## src/rtl/reg_wr_arbiter.sv

```systemverilog
// Register-file write-port arbiter: writeback has priority, long-latency results queue in a FIFO.
// Optional macro LU_BYPASS_EN lets a result go straight to the write port when the port and FIFO are idle.
module reg_wr_arbiter #(
   parameter int unsigned DEPTH      = 4,
   parameter int unsigned STARVE_MAX = 3
) (
   input  logic        clk,
   input  logic        rst,
   input  logic        wb_en,
   input  logic [4:0]  wb_add,
   input  logic [31:0] wb_data,
   input  logic        lu_valid,
   input  logic [4:0]  lu_add,
   input  logic [31:0] lu_data,
   output logic        lu_ready,
   input  logic        iss_en,
   input  logic [4:0]  iss_add,
   input  logic        rd1_en,
   input  logic [4:0]  rd1_add,
   input  logic        rd2_en,
   input  logic [4:0]  rd2_add,
   output logic        hazard,
   output logic        stall_req,
   output logic        w_en,
   output logic [4:0]  w_add,
   output logic [31:0] w_data
);

   localparam int unsigned AW = $clog2(DEPTH);
   localparam int unsigned SW = $clog2(STARVE_MAX + 1);

   typedef struct packed {
      logic [4:0]  add;
      logic [31:0] data;
   } entry_t;

   entry_t          mem_q [DEPTH];
   logic [AW-1:0]   wr_ptr_q, wr_ptr_d;
   logic [AW-1:0]   rd_ptr_q, rd_ptr_d;
   logic [AW:0]     cnt_q, cnt_d;
   logic [SW-1:0]   starve_q, starve_d;
   logic [31:0]     busy_q, busy_d;

   entry_t          head;
   logic            wb_act, empty, full, pop, push, byp, starved;

   assign head    = mem_q[rd_ptr_q];
   assign wb_act  = wb_en && (wb_add != '0);
   assign empty   = (cnt_q == '0);
   assign full    = (cnt_q == (AW+1)'(DEPTH));
   assign starved = (starve_q == SW'(STARVE_MAX));

   always_comb begin
      byp = 1'b0;
`ifdef LU_BYPASS_EN
      byp = !rst && empty && !wb_act && lu_valid && (lu_add != '0);
`endif
      pop  = !rst && !wb_act && !empty;
      // lu_add==0 is acknowledged but dropped, so it never reaches the FIFO
      push = !rst && lu_valid && !full && (lu_add != '0) && !byp;
   end

   always_comb begin
      wr_ptr_d = push ? wr_ptr_q + AW'(1) : wr_ptr_q;
      rd_ptr_d = pop  ? rd_ptr_q + AW'(1) : rd_ptr_q;
      cnt_d    = cnt_q + (AW+1)'(push) - (AW+1)'(pop);

      starve_d = starve_q;
      if (empty || pop)
         starve_d = '0;
      else if (!starved)
         starve_d = starve_q + SW'(1);

      // set is applied last so a same-cycle issue to the popped register wins
      busy_d = busy_q;
      if (pop)
         busy_d[head.add] = 1'b0;
      if (byp)
         busy_d[lu_add] = 1'b0;
      if (iss_en && (iss_add != '0))
         busy_d[iss_add] = 1'b1;
   end

   always_ff @(posedge clk) begin
      if (rst) begin
         wr_ptr_q <= '0;
         rd_ptr_q <= '0;
         cnt_q    <= '0;
         starve_q <= '0;
         busy_q   <= '0;
      end else begin
         wr_ptr_q <= wr_ptr_d;
         rd_ptr_q <= rd_ptr_d;
         cnt_q    <= cnt_d;
         starve_q <= starve_d;
         busy_q   <= busy_d;
      end
   end

   always_ff @(posedge clk) begin
      if (push)
         mem_q[wr_ptr_q] <= '{add: lu_add, data: lu_data};
   end

   always_comb begin
      w_en   = 1'b0;
      w_add  = '0;
      w_data = '0;
      if (!rst) begin
         if (wb_act) begin
            w_en   = 1'b1;
            w_add  = wb_add;
            w_data = wb_data;
         end else if (!empty) begin
            w_en   = 1'b1;
            w_add  = head.add;
            w_data = head.data;
         end else if (byp) begin
            w_en   = 1'b1;
            w_add  = lu_add;
            w_data = lu_data;
         end
      end
   end

   assign lu_ready  = !rst && !full;
   assign stall_req = !rst && (starved || full);
   assign hazard    = !rst && ((rd1_en && busy_q[rd1_add]) ||
                               (rd2_en && busy_q[rd2_add]) ||
                               (iss_en && busy_q[iss_add]));

endmodule
```

## config.mk

```make
export PLATFORM = sky130hd
export DESIGN_NAME = reg_wr_arbiter
export DESIGN_NICKNAME = d
export VERILOG_FILES = /design/src/rtl/reg_wr_arbiter.sv
export SDC_FILE = /design/constraint.sdc
export NUM_CORES = 1
export LEC_CHECK = 0
export ABC_AREA = 1
export BUFFER_PORTS_ARGS = -buffer_cell sky130_fd_sc_hd__buf_4
export CAP_MARGIN = 20
export CORE_ASPECT_RATIO = 0.6
export CORE_MARGIN = 2
export CORE_UTILIZATION = 57
export DETAILED_ROUTE_END_ITERATION = 12
export HOLD_SLACK_MARGIN = 0.02
export PLACE_DENSITY = 0.82
export SYNTH_ARGS = -nofsm -noshare
export SYNTH_HDL_FRONTEND = slang
export SYNTH_SLANG_ARGS = --single-unit
export TNS_END_PERCENT = 10
```

## constraint.sdc

```tcl
create_clock -name clk -period 3.2 [get_ports clk]
set_input_delay 0.32 -clock clk [delete_from_list [all_inputs] [get_ports clk]]
set_output_delay 0.32 -clock clk [all_outputs]
set_load 0.1 [all_outputs]
```

==> summary by stage, run 1 <==
Global route
The wire length of the first global-routing pass is 37.2 mm. The final global-route overflow total is 0. Global routing used 29.6% of the available tracks across all layers.

The initial antenna violation count is 0. The pin count of the biggest net entering global routing is 76. The via count of the first global-routing pass is 7215.

Placement
The area after detailed placement is 0.0101 sq mm. The placed instance count is 1255. Port buffering added 136 buffers.

Routability-driven placement finished with a final weighted congestion of 0.986. After legalization and detailed placement, the total HPWL measured 15.7 mm.

Synthesis
The synthesized-area fraction occupied by ao, oa, aoi and oai cells is 13.8%. The post-synthesis simple-gate area fraction is 19.8%. In the synthesized netlist the async set-or-reset flop fraction comes to 0%. The cell type with the largest total area after synthesis is sky130_fd_sc_hd__edfxtp_1. sky130_fd_sc_hd__nand2_1 is the most common cell in the netlist. The post-synthesis average cell area is 9.39 sq um. The count of yosys warnings during synthesis is 0. The post-synth design cell area is 0.00891 sq mm. The number of nets handed over by synthesis was 1053. The count of mapped cells out of synthesis is 949. The fraction of the mapped netlist area in adder cells is 1.21%. The top cell type's share of synthesized area is 49.9%. Of the total synthesized cell area, the portion taken by XOR and XNOR cells is 0.295%. The sequential share of the synthesized area is 59.6%. The prevailing post-synth register cell is sky130_fd_sc_hd__edfxtp_1. After synthesis, the cell types taking the most area are sky130_fd_sc_hd__edfxtp_1 (50%), sky130_fd_sc_hd__nand2_1 (10%), sky130_fd_sc_hd__dfxtp_1 (9.7%). The largest family of logic cells by synthesized area is simple AND/OR/NAND/NOR gates. The count of flip-flops with a built-in enable after synthesis is 148.

The proportion of synthesized area in mux cells is 0.112%. The distinct cell type count after synthesis is 37. The post-synthesis sequential element count is 191.

Counting instances in the post-synthesis netlist gives the leading cell types as sky130_fd_sc_hd__nand2_1 (245), sky130_fd_sc_hd__edfxtp_1 (148), sky130_fd_sc_hd__o21ai_0 (90).

Clock tree
The number of levels the H-tree was split into is 4. The number of clock buffers inserted by TritonCTS is 17. The largest buffer count on any clock path is 2. CTS placed an instance of sky130_fd_sc_hd__clkbuf_16 at the clock tree root.

The post-CTS clock slew at the launch and capture registers of the worst setup and hold paths is 70 ps. The tree built by TritonCTS fans out to 191 sinks. The count of instances resized after the clock tree is built is 0. Post-CTS timing repair inserted 0 buffers for setup. The hold-fix buffer count after cts is 0.

The TritonCTS clock tree is yes. The clock network latency to the later pin of the worst-skew pair is 430 ps.

Floorplan
Measured along the x axis, the die boundary spans 165 um. The area of the die is 0.0167 sq mm. The count of standard-cell rows is 35.

The die outline height is 101 um. Once the floorplan was initialized, standard cells occupied 58.1% of the core. The number of primary I/O pins is 137. The core region is 0.0153 sq mm.

Critical path
The kind of capture point of the worst setup path is an output port. For the worst flop-to-flop path, the logic depth is 12. Of all nets on the critical path, the largest fanout is 20. STA puts the critical path data required time at 2880 ps. The minimum setup slack among reg-to-reg paths is 930 ps. The largest single stage delay on the critical path is 380 ps. The worst endpoint data arrival time is 2400 ps.

The worst register-to-register path ends at cnt_q[2]. STA classifies the critical path startpoint as a register. The dominant cell type by count on the critical path is sky130_fd_sc_hd__buf_4. Walking the worst path, the cells encountered are buf_4, clkinv_1, buf_4, a32oi_2, inv_2, o32ai_1, buf_4. The worst register-to-register path begins at cnt_q[1].

Among all stages on the critical path, the largest delay is contributed by sky130_fd_sc_hd__a32oi_2. The setup path with the least slack is of type reg -> out.

Route
The number of nets with antenna violations after routing is 0. The first routing iteration left 968 violations. Summed over all layers, the routed wires come to 24.1 mm. After detailed routing, the average wire length per cell comes to 18.8 um. The detailed-router iteration count before antenna repair is 9.

Using the TritonRoute via totals, the vias-per-cell ratio works out to 5.99. The detailed-route via count is 7704. The number of remaining DRC errors is 0.

Finish
The count of filler cells inserted in the layout is 1110. The number of antenna diodes in the final layout is 0. The post-route netlist has 19.6% of its cells at a drive strength greater than 1. The post-route non-filler standard cell count is 1287. After the last flow step, the layout net total stands at 1175. Relative to the synthesized area, the layout overhead comes to 20.4%. Summing all non-filler instances in the final layout gives an area of 0.0107 sq mm. At the end of the flow the core is filled with cells to 70.0%.

Worst hold path
The source of the worst hold timing path is lu_data[21]. The path with the worst hold slack has its endpoint at mem_q[2][21]. Along the worst hold path, the cell count comes to 1. The kind of path behind the tightest hold check is in -> reg.

Power
The sequential share of power is 42.0%. The ratio of total power to cell area is 629 mW/mm^2. IR analysis of the VDD net gives a maximum drop of 0.396 mV. The analysis attributes to net switching a power of 2.29 mW. In this run, the combinational gates consume 26.2% of the power. Net switching is 33.9% of the power. Per report_power, the clock group accounts for 31.8% of the total. The leakage component of the power is 4.10 nW. The internal portion of the total power is 4.46 mW.

STA
The top achievable clock speed is 0.367 GHz. The total setup violations reported at the end of the flow is 0. The final count of hold timing violations is 0.

Setup repair after global routing left no endpoint under its margin. The final critical delay including setup and external delays is 2720 ps. Clock skew on the completed layout was measured at 14.5 ps. In the final timing run, aggregate negative setup slack is 0 ps.

The final count of pins violating max slew came to 0. The slew at the pin closest to its max-slew limit is 724 ps. The tightest slew margin relative to the limit is 51.8%. The final critical path takes up 85.1% of the cycle.

Status
The flow ran to the end, and the final reports show no timing, DRC or antenna violations.

Flow run
The max-cap check violation count is 0.
[critical path: cells and delay by family (launching register included)]
family                 cells  cell delay, ps
DFF                        1             330
AOI/OAI and AO/OA          2             540
buffers and inverters      5            1100
[routing by layer]
layer,up-vias,share of wire [%],track usage (%)
met4,0,1.9,10.5
met1,3606,41,42.5
met5,-,0,0
met3,52,13,7.98
li1,3542,-,-
met2,504,43,43.8
[cells in the final DEF, fill, tap and decap left out, types with 5 or more instances in the layout]
cell type,instances
sky130_fd_sc_hd__dfxtp_1,42
sky130_fd_sc_hd__nand2_1,245
sky130_fd_sc_hd__edfxtp_1,148
sky130_fd_sc_hd__o21ai_0,89
sky130_fd_sc_hd__o22ai_1,32
sky130_fd_sc_hd__nor2_4,6
sky130_fd_sc_hd__inv_1,39
sky130_fd_sc_hd__a21oi_1,65
sky130_fd_sc_hd__clkbuf_16,17
sky130_fd_sc_hd__inv_2,10
sky130_fd_sc_hd__ha_1,7
sky130_fd_sc_hd__buf_12,5
sky130_fd_sc_hd__nand2_2,6
sky130_fd_sc_hd__a32o_1,12
sky130_fd_sc_hd__nand3_1,67
sky130_fd_sc_hd__clkinv_1,8
sky130_fd_sc_hd__nor3_1,11
sky130_fd_sc_hd__buf_4,145
sky130_fd_sc_hd__nor2_1,79
sky130_fd_sc_hd__o21ai_1,16
[power by group through the flow]
stage          Sequential [mW]  Clock (mW)  Combinational (mW)
2_1_floorplan             2.87           0                1.28
3_3_place_gp              2.88           0                1.72
3_5_place_dp              2.88           0                1.74
4_1_cts                   2.83        2.14                1.76
5_1_grt                   2.84        2.24                1.89
6_report                  2.83        2.14                1.77
[sequential cells by signal, indices dropped and copies added (netlist names), named ones only]
register and cells:
busy_q 32, cnt_q 3, mem_q 148, rd_ptr_q 2, starve_q 2, wr_ptr_q 2
[cells by family after synthesis]
kind of cell / count (synthesis)
AOI/OAI and AO/OA: 220
xor gates and xnor gates: 3
adders and majority gates: 8
buffers and inverters: 103
DFF: 191
muxes: 1
and+or+nand+nor: 423
[worst max path at each step]
stage          startpoint         end  slack (ps)  depth (start not counted)
2_1_floorplan         rst    w_add[2]        -150                          3
3_3_place_gp          rst    cnt_q[2]         610                         12
3_5_place_dp          rst    cnt_q[2]         520                         12
4_1_cts          register    w_add[2]         540                          7
5_1_grt          register  w_data[13]         400                          6
6_report         register    w_add[2]         480                          7
[stage by stage]
stage / hold slack [ps] / power (mW) / worst slack [ps]
6_report: 85.2 / 6.75 / 478
5_1_grt: 87.1 / 6.97 / 399
4_1_cts: 81.4 / 6.73 / 539
3_5_place_dp: 476 / 4.63 / 521
3_3_place_gp: 448 / 4.60 / 612
2_1_floorplan: 419 / 4.15 / -145
[layout make-up]
class / count / area (sq um) / area share [%]
sequential: 191 / 5310 / 49.5
multi-input combinational: 655 / 3170 / 29.5
inverter: 56 / 215 / 2.01
tap: 203 / 254 / 2.37
timing repair buffer: 150 / 1190 / 11.1
clock buffer: 18 / 429 / 4.00
clock inverter: 14 / 164 / 1.53
Note: power is estimated with default switching activity, not from simulation.
==> run 2: changes to the inputs <==
- CORE_UTILIZATION: 57 -> 61
- CTS_BUF_LIST: default -> sky130_fd_sc_hd__clkbuf_4 sky130_fd_sc_hd__clkbuf_8 sky130_fd_sc_hd__clkbuf_16
- PLACE_DENSITY: 0.82 -> 0.87
- clock period: 3.2 -> 3.4 ns (I/O delays scaled with it)
==> run 2 against run 1 <==
Routed wire length increased by 3.8%; non-clock buffer count up 1; hold slack improved by 21 ps; final area is 0.43% lower; final cell count decreased by 0.31%; sequential share of layout area increased by 0.21 points; register-to-register slack got worse by 180 ps; via count is 0.17% higher; combinational power decreased by 6%; critical path type unchanged; largest cell class unchanged; largest power group unchanged.
==> summary by stage, run 2 (synthesis gave the netlist of run 1 again) <==
Finish
The net total in the final layout is 1176 (was 1175). The number of inserted diodes was 0 (unchanged). The fraction of layout cells with a size suffix above 1 is 20.1% (was 19.6%). Largest registers: mem_q x148, busy_q x32, cnt_q x3 (unchanged). Most frequent cells in the layout: sky130_fd_sc_hd__nand2_1 (245), sky130_fd_sc_hd__buf_4 (149), sky130_fd_sc_hd__edfxtp_1 (148) (was sky130_fd_sc_hd__nand2_1 (245), sky130_fd_sc_hd__edfxtp_1 (148), sky130_fd_sc_hd__buf_4 (145)).

The flip-flop count of the largest register, all copies and words added is 148 (unchanged). The most common library cell in the layout ignoring fill and taps is sky130_fd_sc_hd__nand2_1 (unchanged). The post-synthesis to final-layout area growth is 19.9% (was 20.4%).

The register containing the most flip-flops in the final layout is mem_q (unchanged).

Clock tree
The number of clock buffers inserted by TritonCTS is 17 (unchanged). The post-CTS clock slew at the launch and capture registers of the worst setup and hold paths came to 70 ps (about the same). The hold-fix buffer count after cts is 0 (unchanged). The number of clock sinks is 191 (unchanged). The number of post-CTS setup repair buffers is 0 (unchanged). The root buffer selected by CTS is sky130_fd_sc_hd__clkbuf_16 (unchanged).

The TritonCTS clock tree is yes (unchanged). The count of instances resized after the clock tree is built is 0 (unchanged). The clock network latency to the later pin of the worst-skew pair is 430 ps (about the same).

The number of levels the H-tree was split into is 4 (unchanged). The largest buffer count on any clock path was 2 (unchanged).

Route
The number of nets with antenna violations after routing came to 0 (unchanged). The number of remaining DRC errors is 0 (unchanged). The post-detailed-route via-to-cell ratio is 6.01 (was 5.99). The detailed-route via count is 7717 (was 7704). The detailed-router iteration count before antenna repair is 5 (was 9). The total length of routed wires was 25.0 mm (was 24.1 mm). The wire length per cell after detailed routing is 19.5 um (was 18.8 um). The number of violations reported at the end of detailed-routing iteration 0 is 1052 (was 968).

Critical path
The critical path start-end classification is reg -> out (unchanged). The kind of start point of the critical path is a register (unchanged). The kind of capture point of the worst setup path is an output port (unchanged).

The worst endpoint data arrival time is 2560 ps (was 2400 ps). The critical path data required time is 3060 ps (was 2880 ps). The critical-path maximum fanout is 25 (was 20).

Power
The switching power share of the total came to 35.3% (was 33.9%). The reported net switching power is 2.23 mW (was 2.29 mW). The part of the total power dissipated in combinational logic is 26.3% (was 26.2%). The ratio of total power to cell area is 590 mW/mm^2 (was 629 mW/mm^2).

The cell-internal power is 4.07 mW (was 4.46 mW). The maximum ir drop on the vdd rail came to 0.395 mV (was 0.396 mV). The relative contribution of the clock network to total power is 31.2% (was 31.8%).

The sequential share of power is 42.5% (was 42.0%). The overall power after layout is 6.30 mW (was 6.75 mW). The leakage component of the power was 4.09 nW (was 4.10 nW).

STA
The tightest slew margin relative to the limit is 39.6% (was 51.8%). The final count of pins violating max slew came to 0 (unchanged). The final critical delay including setup and external delays is 2900 ps.

The clock skew after layout is 11.4 ps (was 14.5 ps). RSZ-0062 raised after global routing: false (unchanged). The setup TNS is 0 ps (unchanged). The top achievable clock speed is 0.345 GHz. The total setup violations reported at the end of the flow is 0 (unchanged).

The fraction of the cycle the final worst path needs is 85.3%. The final count of hold timing violations is 0 (unchanged). The slew at the pin closest to its max-slew limit came to 906 ps (was 724 ps).

Floorplan
The die outline height came to 97.6 um (was 101 um). The count of standard-cell rows was 34 (was 35). The area of the die is 0.0156 sq mm (was 0.0167 sq mm). The number of primary I/O pins is 137 (unchanged).

The floorplan core area was 0.0144 sq mm (was 0.0153 sq mm). The width of the die was 160 um (was 165 um). The starting density of the core came to 61.9% (was 58.1%).

Global route
The via count of the first global-routing pass is 7056 (was 7215). The pin count of the biggest net entering global routing was 63 (was 76). The initial antenna violation count is 0 (unchanged).

The final global-route overflow total is 0 (unchanged). The wire length of the first global-routing pass was 38.3 mm (was 37.2 mm). The global-route usage over all layers is 32.2% (was 29.6%).

Placement
The final weighted congestion of routability-driven global placement came to 1.03 (was 0.986). The half-perimeter wire length after detailed placement is 16.4 mm (was 15.7 mm). The count of buffers inserted at the top-level ports was 136 (unchanged).

Status
Result of the run: finished, final reports clean (unchanged).

Flow run
The max-cap check violation count came to 0 (unchanged).

Worst hold path
The kind of path behind the tightest hold check was in -> reg (unchanged).
==> run 2: cell types whose count changed in the layout (fill, tap and decap cells not counted), sizes merged <==
cell | previous run | this run
inv | 54 | 57
bufinv | 3 | 1
clkinv | 13 | 11
buf | 150 | 151
clkinvlp | 0 | 1
==> run 2: area by class of cell <==
class                      instances  area [sq um]
clock buffer                      18           433
clock inverter                    14           150
fill                             968          3700
inverter                          56           215
multi-input combinational        655          3170
sequential                       191          5310
tap                              198           248
timing repair buffer             151          1160
==> run 2: per-layer routing <==
metal	part of all wire, %	vias up	global-route usage [%]	routed length [um]
met3	15	61	11.4	3660
met2	43	563	47.2	10700
met1	41	3546	45.8	10200
met4	2.0	0	8.59	492
met5	0	-	0	0
li1	-	3547	-	-
==> run 2: power groups by stage <==
stage	Combinational, mW	Clock (mW)	Sequential, mW
final	1.66	1.97	2.68
after floorplan	1.20	0	2.70
after global placement	1.59	0	2.72
after CTS	1.64	1.97	2.67
after detailed placement	1.62	0	2.72
after global routing	1.76	2.08	2.68
==> run 2: path summary, 6_finish.rpt <==
check,startpoint,to,slack [ps],depth (start not counted)
setup / recovery,register,w_add[2],500,6
hold / removal,lu_data[10],mem_q[1][10],110,1
setup reg to reg,cnt_q[1],cnt_q[2],750,11
hold reg to reg,rd_ptr_q[0],register,490,1
==> run 2: metrics by stage <==
stage	util [%]	instance area, sq um	setup WS (ps)	std cells	hold slack, ps
final	74.3	10700	501	1283	107
after CTS	74.3	10700	532	1283	94.3
after global placement	70.2	10100	678	1251	450
after detailed placement	70.2	10100	586	1251	467
after global routing	74.3	10700	379	1283	92.9
after floorplan	-	8920	14.6	949	436
==> run 2: critical path, stage by stage (launching register included) <==
cell and delay [ps]:
sky130_fd_sc_hd__dfxtp_1 360, sky130_fd_sc_hd__clkinv_1 340, sky130_fd_sc_hd__buf_4 370, sky130_fd_sc_hd__a32oi_2 410
sky130_fd_sc_hd__inv_2 150, sky130_fd_sc_hd__o32ai_1 150, sky130_fd_sc_hd__buf_4 340
